==> config.mk <==
export PLATFORM = sky130hd
export DESIGN_NAME = conv_layer_input_ctrl
export DESIGN_NICKNAME = d
export VERILOG_FILES = /design/src/rtl/conv_layer_input_ctrl.sv
export SDC_FILE = /design/constraint.sdc
export NUM_CORES = 1
export LEC_CHECK = 0
export BUFFER_PORTS_ARGS = -buffer_cell sky130_fd_sc_hd__buf_2
export CORE_UTILIZATION = 45
export DETAILED_ROUTE_END_ITERATION = 16
export PLACE_DENSITY = 0.72
export SYNTH_ARGS = -nofsm -noshare
export SYNTH_HDL_FRONTEND = slang
export SYNTH_SLANG_ARGS = --single-unit
==> constraint.sdc <==
create_clock -name clk -period 1.77 [get_ports clk]
set_clock_uncertainty 0.2 [all_clocks]
set_input_delay 0.177 -clock clk [delete_from_list [all_inputs] [get_ports clk]]
set_output_delay 0.177 -clock clk [all_outputs]
set_load 0.005 [all_outputs]
==> src/rtl/conv_layer_input_ctrl.sv <==
// conv_layer_input_ctrl
//
// Command sequencer sitting directly upstream of conv_layer_input_interface.
// Walks one IMAGE_SIZE x IMAGE_SIZE frame through
//    preload -> (shift -> load)* -> shift
// by issuing START codes on cmd and waiting for the matching FIN code on ack.
// Every finished shift produces one output row, reported on row_done/row_idx.
//
// Ports
//    clk           clock, rising edge
//    rst           synchronous active-high reset
//    start         one-cycle pulse, begins a frame when idle
//    abort         one-cycle pulse, cancels the current frame
//    ack[1:0]      from interface: 0 IDLE, 1 PRELOAD_FIN, 2 SHIFT_FIN, 3 LOAD_FIN
//    cmd[1:0]      to interface:   0 IDLE, 1 PRELOAD_START, 2 SHIFT_START, 3 LOAD_START
//    iface_enable  interface enable, high for the whole frame
//    busy          high from the cycle after start until back in IDLE
//    row_done      one-cycle pulse per finished output row
//    row_idx       index of the finished row, valid with row_done
//    done          one-cycle pulse, frame complete
//    err           sticky watchdog timeout flag
//
// Optional build macro CONV_CTRL_WATCHDOG_EN adds a per-wait-state watchdog
// (TIMEOUT_CYCLES). Without it, wait states wait forever and err is 0.
//
// state    | meaning
// ---------+-------------------------------------------------------
// IDLE     | no frame in progress, waiting for start
// PRE_REQ  | PRELOAD_START on cmd for one cycle
// PRE_WAIT | waiting for PRELOAD_FIN
// SHF_REQ  | SHIFT_START on cmd for one cycle
// SHF_WAIT | waiting for SHIFT_FIN (one output row completes)
// LD_REQ   | LOAD_START on cmd for one cycle
// LD_WAIT  | waiting for LOAD_FIN
// DONE     | last row reported, done pulses on the way back to IDLE

module conv_layer_input_ctrl #(
    parameter int IMAGE_SIZE     = 8,
    parameter int KERNEL_SIZE    = 3,
    parameter int ROW_IDX_WIDTH  = 3,
    parameter int TIMEOUT_CYCLES = 64
) (
    input  logic                     clk,
    input  logic                     rst,
    input  logic                     start,
    input  logic                     abort,
    input  logic [1:0]               ack,
    output logic [1:0]               cmd,
    output logic                     iface_enable,
    output logic                     busy,
    output logic                     row_done,
    output logic [ROW_IDX_WIDTH-1:0] row_idx,
    output logic                     done,
    output logic                     err
);

    localparam int OUT_ROWS = IMAGE_SIZE - KERNEL_SIZE + 1;
    localparam logic [ROW_IDX_WIDTH-1:0] LAST_ROW = ROW_IDX_WIDTH'(OUT_ROWS - 1);

    localparam logic [1:0] CMD_IDLE          = 2'd0;
    localparam logic [1:0] CMD_PRELOAD_START = 2'd1;
    localparam logic [1:0] CMD_SHIFT_START   = 2'd2;
    localparam logic [1:0] CMD_LOAD_START    = 2'd3;

    localparam logic [1:0] ACK_PRELOAD_FIN   = 2'd1;
    localparam logic [1:0] ACK_SHIFT_FIN     = 2'd2;
    localparam logic [1:0] ACK_LOAD_FIN      = 2'd3;

    // Elaboration-time guard: row_idx must hold the last row index.
    if (OUT_ROWS < 1 || OUT_ROWS > (1 << ROW_IDX_WIDTH) || TIMEOUT_CYCLES < 1) begin : g_param_check
        $error("conv_layer_input_ctrl: illegal parameter combination");
    end

    typedef enum logic [2:0] {
        S_IDLE,
        S_PRE_REQ,
        S_PRE_WAIT,
        S_SHF_REQ,
        S_SHF_WAIT,
        S_LD_REQ,
        S_LD_WAIT,
        S_DONE
    } state_t;

    state_t                   state_q, state_d;
    logic [ROW_IDX_WIDTH-1:0] row_cnt_q, row_cnt_d;
    logic [1:0]               cmd_q, cmd_d;
    logic                     en_q, en_d;
    logic                     busy_q, busy_d;
    logic                     row_done_q, row_done_d;
    logic [ROW_IDX_WIDTH-1:0] row_idx_q, row_idx_d;
    logic                     done_q, done_d;
    logic                     start_ok;

`ifdef CONV_CTRL_WATCHDOG_EN
    localparam int WD_W = $clog2(TIMEOUT_CYCLES + 1);
    localparam logic [WD_W-1:0] WD_LOAD = WD_W'(TIMEOUT_CYCLES - 1);

    logic [WD_W-1:0] wd_q, wd_d;
    logic            err_q, err_d;
    logic            timeout;
    logic            in_wait;
`endif

    always_comb begin
        state_d    = state_q;
        row_cnt_d  = row_cnt_q;
        row_done_d = 1'b0;
        row_idx_d  = row_idx_q;
        done_d     = 1'b0;
        start_ok   = start;

`ifdef CONV_CTRL_WATCHDOG_EN
        wd_d     = wd_q;
        err_d    = err_q;
        timeout  = 1'b0;
        start_ok = start & ~err_q;
        in_wait  = (state_q == S_PRE_WAIT) || (state_q == S_SHF_WAIT) ||
                   (state_q == S_LD_WAIT);
        // Down-counter is parked at the load value outside wait states, so it
        // starts fresh on every wait entry; terminal count at zero.
        if (in_wait) begin
            if (wd_q == '0) begin
                timeout = 1'b1;
            end else begin
                wd_d = wd_q - 1'b1;
            end
        end else begin
            wd_d = WD_LOAD;
        end
`endif

        case (state_q)
            S_IDLE: begin
                if (start_ok && !abort) begin
                    state_d   = S_PRE_REQ;
                    row_cnt_d = '0;
                end
            end
            S_PRE_REQ:  state_d = S_PRE_WAIT;
            S_PRE_WAIT: begin
                if (ack == ACK_PRELOAD_FIN) begin
                    state_d = S_SHF_REQ;
                end
            end
            S_SHF_REQ:  state_d = S_SHF_WAIT;
            S_SHF_WAIT: begin
                if (ack == ACK_SHIFT_FIN) begin
                    row_done_d = 1'b1;
                    row_idx_d  = row_cnt_q;
                    if (row_cnt_q == LAST_ROW) begin
                        state_d = S_DONE;
                    end else begin
                        row_cnt_d = row_cnt_q + 1'b1;
                        state_d   = S_LD_REQ;
                    end
                end
            end
            S_LD_REQ:   state_d = S_LD_WAIT;
            S_LD_WAIT: begin
                if (ack == ACK_LOAD_FIN) begin
                    state_d = S_SHF_REQ;
                end
            end
            S_DONE: begin
                state_d = S_IDLE;
                done_d  = 1'b1;
            end
            default:    state_d = S_IDLE;
        endcase

`ifdef CONV_CTRL_WATCHDOG_EN
        // An awaited ack arriving on the terminal cycle still counts.
        if (timeout && (state_d == state_q)) begin
            state_d = S_IDLE;
            err_d   = 1'b1;
        end
`endif

        // Abort overrides everything, including an ack in the same cycle.
        if (abort && (state_q != S_IDLE)) begin
            state_d    = S_IDLE;
            row_cnt_d  = row_cnt_q;
            row_done_d = 1'b0;
            row_idx_d  = row_idx_q;
            done_d     = 1'b0;
`ifdef CONV_CTRL_WATCHDOG_EN
            err_d      = err_q;
`endif
        end

        // Outputs are registered decodes of the next state.
        case (state_d)
            S_PRE_REQ: cmd_d = CMD_PRELOAD_START;
            S_SHF_REQ: cmd_d = CMD_SHIFT_START;
            S_LD_REQ:  cmd_d = CMD_LOAD_START;
            default:   cmd_d = CMD_IDLE;
        endcase
        busy_d = (state_d != S_IDLE);
        en_d   = (state_d != S_IDLE);
    end

    always_ff @(posedge clk) begin
        if (rst) begin
            state_q    <= S_IDLE;
            row_cnt_q  <= '0;
            cmd_q      <= CMD_IDLE;
            en_q       <= 1'b0;
            busy_q     <= 1'b0;
            row_done_q <= 1'b0;
            row_idx_q  <= '0;
            done_q     <= 1'b0;
        end else begin
            state_q    <= state_d;
            row_cnt_q  <= row_cnt_d;
            cmd_q      <= cmd_d;
            en_q       <= en_d;
            busy_q     <= busy_d;
            row_done_q <= row_done_d;
            row_idx_q  <= row_idx_d;
            done_q     <= done_d;
        end
    end

`ifdef CONV_CTRL_WATCHDOG_EN
    always_ff @(posedge clk) begin
        if (rst) begin
            wd_q  <= WD_LOAD;
            err_q <= 1'b0;
        end else begin
            wd_q  <= wd_d;
            err_q <= err_d;
        end
    end

    assign err = err_q;
`else
    assign err = 1'b0;
`endif

    assign cmd          = cmd_q;
    assign iface_enable = en_q;
    assign busy         = busy_q;
    assign row_done     = row_done_q;
    assign row_idx      = row_idx_q;
    assign done         = done_q;

endmodule
After elaboration in Yosys (flattened, before gate mapping)
Index checks and enable logic that the tools add are counted.
Widths: inputs -> output; s select.
{"block": "classes", "n_reduce_logical": 11, "n_eq_ne": 17, "n_addsub": 1, "muxes": 14, "bitwise": 2}
{"cell": "$mux 3", "count": 8}
{"cell": "$pmux 3 s8", "count": 1}
{"cell": "$eq 3x3->1 const B", "count": 6}
{"cell": "$eq 3x2->1 const B", "count": 3}
{"cell": "$eq 3x1->1 const B", "count": 2}
{"cell": "$ne 2x2->1 const B", "count": 3}
{"cell": "$pmux 2 s3", "count": 1}
{"cell": "$pmux 3 s2", "count": 1}
{"cell": "$reduce_bool 3->1", "count": 2}
{"cell": "$reduce_and 5->1", "count": 1}
{"cell": "$eq 2x2->1 const B", "count": 2}
{"cell": "$add 3x1->3 const B", "count": 1}
{"cell": "$logic_not 3->1", "count": 1}
{"cell": "$reduce_and 3->1", "count": 1}
{"cell": "$reduce_or 3->1", "count": 1}
{"cell": "$eq 2x1->1 const B", "count": 1}
{"cell": "$logic_and 1x1->1", "count": 2}
{"cell": "$mux 1", "count": 2}
{"cell": "$mux 2", "count": 1}
{"cell": "$not 1->1", "count": 2}
{"cell": "$reduce_bool 2->1", "count": 1}
{"cell": "$reduce_or 2->1", "count": 1}
{"cell": "$logic_not 1->1", "count": 1}
{"block": "totals", "elab_cells": 52, "output_inout_bits": 10, "inputBits": 6, "regBits": 14}

Longest topological paths before layout
{"block": "depth", "depth_word": 7, "ltp_mapped": 6, "mapped_depth_nobuf": 6}

Least setup slack after synthesis
OpenSTA, ideal clock, no wires.
{"block": "synth_timing", "path_type": "register to register", "from": "register state_q[2]", "to": "register cmd_q[0] (netlist: cmd[0])", "t_arrival_ns": 1.386, "setup_ns": 0.132, "slack_ns": 0.052, "stages_incl_launch_ff": 7, "period_less_slack_ns": 1.718, "t_required_ns": 1.438, "path_buffers": 2, "cell_sequence": "dfxtp_1 > buf_4 > and4bb_1 > buf_4 > or3b_1 > and2_1 > nor2b_1"}
{"block": "synth_via", "elab_chain_len": 5, "elab_cells_between_ends": 20, "classes_between": "eq/ne (10); mux (7); reduce/logical (3)"}
{"item": "start: declaration", "line_no": "85", "rtl": "state_t state_q, state_d;"}
{"item": "start signal: assignment", "line_no": "214", "rtl": "state_q <= state_d;"}
{"item": "$eq 3x3->1, or another cell as far along", "line_no": "133", "rtl": "case (state_q)"}
{"item": "$pmux 3 s8 / $logic_and 1x1->1 (equally long branches)", "line_no": "133, 181"}
{"item": "$mux 3 (*)", "line_no": "181", "rtl": "if (abort && (state_q != S_IDLE)) begin"}
{"item": "$eq 3x3->1, or another cell as far along", "line_no": "193", "rtl": "case (state_d)"}
{"item": "$pmux 2 s3 (*)", "line_no": "193"}
{"item": "end signal: assignment", "line_no": "216", "rtl": "cmd_q <= cmd_d;"}
{"item": "end: declaration", "line_no": "87", "rtl": "logic [1:0] cmd_q, cmd_d;"}
Mark *: on every way between the ends. The rest lies on a longest branch, timed or not.
A chain may end at the register's enable or synchronous reset.

Final worst setup path
{"block": "layout_timing", "from": "register row_cnt_q[1]", "to": "register cmd_q[1] (netlist: cmd[1])"}
{"block": "layout_via", "elab_chain_len": 7, "elab_cells_between_ends": 9, "classes_between": "eq/ne (4); mux (5)"}
{"item": "start: declaration", "line_no": "86", "rtl": "logic [ROW_IDX_WIDTH-1:0] row_cnt_q, row_cnt_d;"}
{"item": "start signal: assignment", "line_no": "215", "rtl": "row_cnt_q <= row_cnt_d;"}
{"item": "$eq 3x3->1 (*)", "line_no": "151", "rtl": "if (row_cnt_q == LAST_ROW) begin"}
{"item": "$mux 2 (*)", "line_no": "151"}
{"item": "$mux 3 (*)", "line_no": "148", "rtl": "if (ack == ACK_SHIFT_FIN) begin"}
{"item": "$pmux 3 s8 (*)", "line_no": "133"}
{"item": "$mux 3 (*)", "line_no": "181"}
{"item": "$eq 3x3->1, or another cell as far along", "line_no": "193"}
{"item": "$pmux 2 s3 (*)", "line_no": "193"}
Marks and branches as above.

==> Flow_metrics.wiki <==
{| class="wikitable"
! Metric !! Value
|-
| DR iter-0 viols || 26
|-
| Number of distinct library cells after synthesis || 30
|-
| Final wirelength || 1.37 mm
|-
| Sink of the worst hold path || row_cnt_q[0]
|-
| Post-Synth XOR/XNOR Area || 0.0131
|-
| Internal portion of total power || 464 uW
|-
| Mux cell area share after synthesis || 0
|-
| Top-level I/O count || 16
|-
| DRC violations left || 0
|-
| Die Area || 1650 um2
|-
| Number of core rows || 13
|-
| Top FF cell, synth || sky130_fd_sc_hd__dfxtp_1
|-
| Net Count, Synth || 86
|-
| Result of the run || finished, final reports clean
|-
| WS Path Type || register to register
|-
| Simple-gate share of the synthesized area || 0.287
|-
| Clock network latency to the later pin of the worst-skew pair || 280 ps
|-
| Switching component of the power || 130 uW
|-
| Post-synthesis register bit count || 14
|-
| Final hold violation count || 0
|-
| Initial core utilization || 0.497
|-
| H-tree Lvls || 1
|-
| Chip width || 40.6 um
|-
| Share of the synthesized area in the top cell type || 0.418
|-
| GRT overflow || 0
|-
| Total of max-cap violations || 0
|-
| Total negative setup slack || 0 ps
|-
| RSZ-0062 raised after global routing || no
|-
| TritonCTS Buffers || 3
|-
| Launching point of the worst reg2reg path || row_cnt_q[1]
|-
| Global-route wire length before repair || 2.19 mm
|-
| DP Wirelength || 925 um
|-
| Largest net degree at the start of global routing || 13
|-
| Nature of the critical path startpoint || register
|-
| Max clock buf depth || 2
|-
| Die boundary height || 40.6 um
|-
| Clk sink count || 14
|-
| Sequential power share || 0.546
|-
| Final-report setup violation count || 0
|-
| Capturing point of the worst reg2reg path || cmd[1]
|-
| Core footprint || 1350 um2
|-
| Final critical-path setup slack || 81.0 ps
|-
| Most numerous cell in the Yosys netlist || sky130_fd_sc_hd__dfxtp_1
|-
| Dominant cells by area after synthesis || sky130_fd_sc_hd__dfxtp_1 42%, sky130_fd_sc_hd__a21oi_1 8.2%, sky130_fd_sc_hd__buf_4 4.5%
|-
| Number of enable flip-flop cells after synthesis || 0
|-
| Final-report max-slew violation count || 0
|-
| Net count reported at finish || 103
|-
| Switching Share || 0.219
|-
| Kind of end point of the critical path || register
|-
| Layout overhead on the synthesized area || 19.0%
|-
| # port buffers || 14
|-
| Vias in the first global route || 516
|-
| Clock tree from TritonCTS || built
|-
| Post-synthesis sequential area ratio || 0.418
|-
| Number of fill cells || 129
|-
| First-pass iteration count of the detailed router || 4
|-
| Hold/Removal Path Class || primary input to register
|-
| Portion of total power attributed to the clock network || 0.380
|-
| CTS clk-pin slew, worst paths || 90 ps
|-
| Yosys warns || 0
|-
| Post-synth top area cell || sky130_fd_sc_hd__dfxtp_1
|-
| GRT Util Overall || 0.206
|-
| Post-synth design cell area || 671 um2
|-
| Setup slack of the most critical reg-to-reg path || 80 ps
|-
| Top post-synthesis cells by count || 14 x sky130_fd_sc_hd__dfxtp_1, 11 x sky130_fd_sc_hd__a21oi_1, 5 x sky130_fd_sc_hd__nand2_1, 5 x sky130_fd_sc_hd__nand3_1, 5 x sky130_fd_sc_hd__nor2_1
|-
| Average wire per cell in the routed design || 12.6 um
|-
| Number of cells traversed by the worst hold path || 2
|-
| Worst Reg-to-Reg Cells || 6
|-
| Minimum period implied by the final worst setup slack || 1690 ps
|-
| Worst vdd ir || 0.345 mV
|-
| Largest family of logic cells by synthesized area || simple AND/OR/NAND/NOR gates
|-
| Antenna Nets Post-Route || 0
|-
| Combinational cell fraction of total power || 0.074
|-
| Cells after Synth || 78
|-
| Data arrival time of the critical path || 1690 ps
|-
| Arithmetic-cell share of the synthesized area counting full adders, half adders and majority gates || 0.0373
|-
| Share of the cycle needed by the critical path after routing || 0.954
|-
| Total power divided by cell area || 744 nW/um2
|-
| Number of diodes added for antenna fixing || 0
|-
| Share of layout cells above drive strength 1 || 0.277
|-
| Final Total Pwr || 594 uW
|-
| Dpl ws || 99.8 ps
|-
| Syn avg cell area || 8.60 um2
|-
| Critical path peak fanout || 4
|-
| Achievable clock frequency || 592 MHz
|-
| Routed vias/inst || 5.60
|-
| Beginning of the worst hold path || rst
|-
| CTS Root Buffer Type || sky130_fd_sc_hd__clkbuf_4
|-
| Vias after detailed routing || 610
|-
| Cell leakage power || 0.343 nW
|-
| Routability-driven placement congestion ratio || 0.853
|-
| Postcts setup bufs || 0
|-
| Async set-reset flop share out of synthesis || 0
|-
| Worst EP required || 1770 ps
|-
| Number of antenna violations at the first check in global routing || 0
|-
| Compound-gate portion of the synthesized area || 0.166
|}
-- layout make-up --
class | instances | area [um2] | share of cell area
clock buffers | 4 | 36.3 | 0.0455
multi-input cells | 55 | 344 | 0.431
well taps | 15 | 18.8 | 0.0235
inverters | 2 | 7.51 | 0.00940
repair buffers | 19 | 110 | 0.138
flip-flops and latches | 14 | 282 | 0.353
-- flip-flops by register name, summed over array words and instances (netlist names) --
name	flops
row_done	1
row_cnt_q	3
row_idx	3
cmd	2
done	1
state_q	3
busy	1
-- metal layers --
layer / GRT usage / vias up / share of wire
met3: 0.0167 / 4 / 0.042
met1: 0.257 / 273 / 0.48
met5: 0 / - / 0
met4: 0.175 / 0 / 0.023
li1: - / 303 / -
met2: 0.313 / 30 / 0.46
-- worst max path at each step --
| stage | start | endpoint | slack (ps) | cells past startpoint |
|---|---|---|---|---|
| finish | row_cnt_q[1] | cmd[1] | 80 | 6 |
| global route | row_cnt_q[1] | cmd[1] | 2 | 6 |
| CTS | row_cnt_q[0] | cmd[1] | 70 | 5 |
| detailed placement | row_cnt_q[0] | cmd[0] | 100 | 5 |
| global placement | row_cnt_q[0] | cmd[0] | 150 | 5 |
| floorplan | state_q[2] | cmd[0] | 50 | 6 |
-- metrics by stage --
step	cell area, um2	instances	util	hold slack (ps)
after global routing	798	109	0.591	26.0
after detailed placement	748	104	0.554	243
after floorplan	671	78	-	55.0
final	798	109	0.591	15.8
after CTS	795	109	0.589	12.1
after global placement	748	104	0.554	240
-- power by group through the flow --
stage                     clock network (mW)  logic [mW]  registers (mW)
final                                  0.226      0.0438           0.324
after floorplan                            0      0.0287           0.329
after CTS                              0.232      0.0434           0.324
after global routing                   0.241      0.0495           0.325
after global placement                     0      0.0406           0.331
after detailed placement                   0      0.0415           0.331
-- layout by cell type (no fill, tap or decap) --
master / count
sky130_fd_sc_hd__buf_2: 14
sky130_fd_sc_hd__dfxtp_1: 13
sky130_fd_sc_hd__a21oi_1: 11
sky130_fd_sc_hd__nor2_1: 5
sky130_fd_sc_hd__nand2_1: 5
sky130_fd_sc_hd__nand3_1: 5
sky130_fd_sc_hd__buf_4: 4
sky130_fd_sc_hd__o31ai_1: 3
sky130_fd_sc_hd__clkbuf_4: 3
sky130_fd_sc_hd__inv_1: 2
sky130_fd_sc_hd__and2_1: 2
sky130_fd_sc_hd__nor3b_1: 2
sky130_fd_sc_hd__nor3_1: 2
sky130_fd_sc_hd__nand4b_1: 2
sky130_fd_sc_hd__ha_1: 2
sky130_fd_sc_hd__a21o_1: 1
sky130_fd_sc_hd__a311o_1: 1
sky130_fd_sc_hd__and4bb_1: 1
sky130_fd_sc_hd__nor4_1: 1
sky130_fd_sc_hd__a31oi_1: 1
sky130_fd_sc_hd__nand3b_1: 1
sky130_fd_sc_hd__nand2b_1: 1
sky130_fd_sc_hd__xnor2_1: 1
sky130_fd_sc_hd__and3_1: 1
sky130_fd_sc_hd__o21ai_0: 1
sky130_fd_sc_hd__or3b_4: 1
sky130_fd_sc_hd__and3_4: 1
sky130_fd_sc_hd__nor3_2: 1
sky130_fd_sc_hd__o21ai_1: 1
sky130_fd_sc_hd__nor2b_1: 1
sky130_fd_sc_hd__conb_1: 1
sky130_fd_sc_hd__clkbuf_8: 1
sky130_fd_sc_hd__dlygate4sd3_1: 1
sky130_fd_sc_hd__dfxtp_2: 1
-- worst max-delay path, stage by stage (launching register included) --
cell and delay, ps:
sky130_fd_sc_hd__dfxtp_1 350, sky130_fd_sc_hd__inv_1 60, sky130_fd_sc_hd__ha_1 140, sky130_fd_sc_hd__nand2_1 110, sky130_fd_sc_hd__or3b_4 430, sky130_fd_sc_hd__and3_4 190, sky130_fd_sc_hd__nor3_2 140
-- logic make-up (layout without fill, tap and decap cells) --
logic type,count (synthesis),after routing
AO/OA/AOI/OAI,19,19
AND/OR/NAND/NOR,32,32
flip-flops,14,14
adder cells (fa/ha/maj),2,2
buffers and inverters,9,25
XOR/XNOR,1,1
other,1,1
-- what timing repair did --
| item | in CTS | in global routing |
|---|---|---|
| hold buffers | 1 | 0 |
| resized for setup | 0 | 2 |
| endpoints found under the setup margin | 0 | 3 |
| hold endpoints to repair | 1 | 0 |
(Power assumes the default switching activity.)
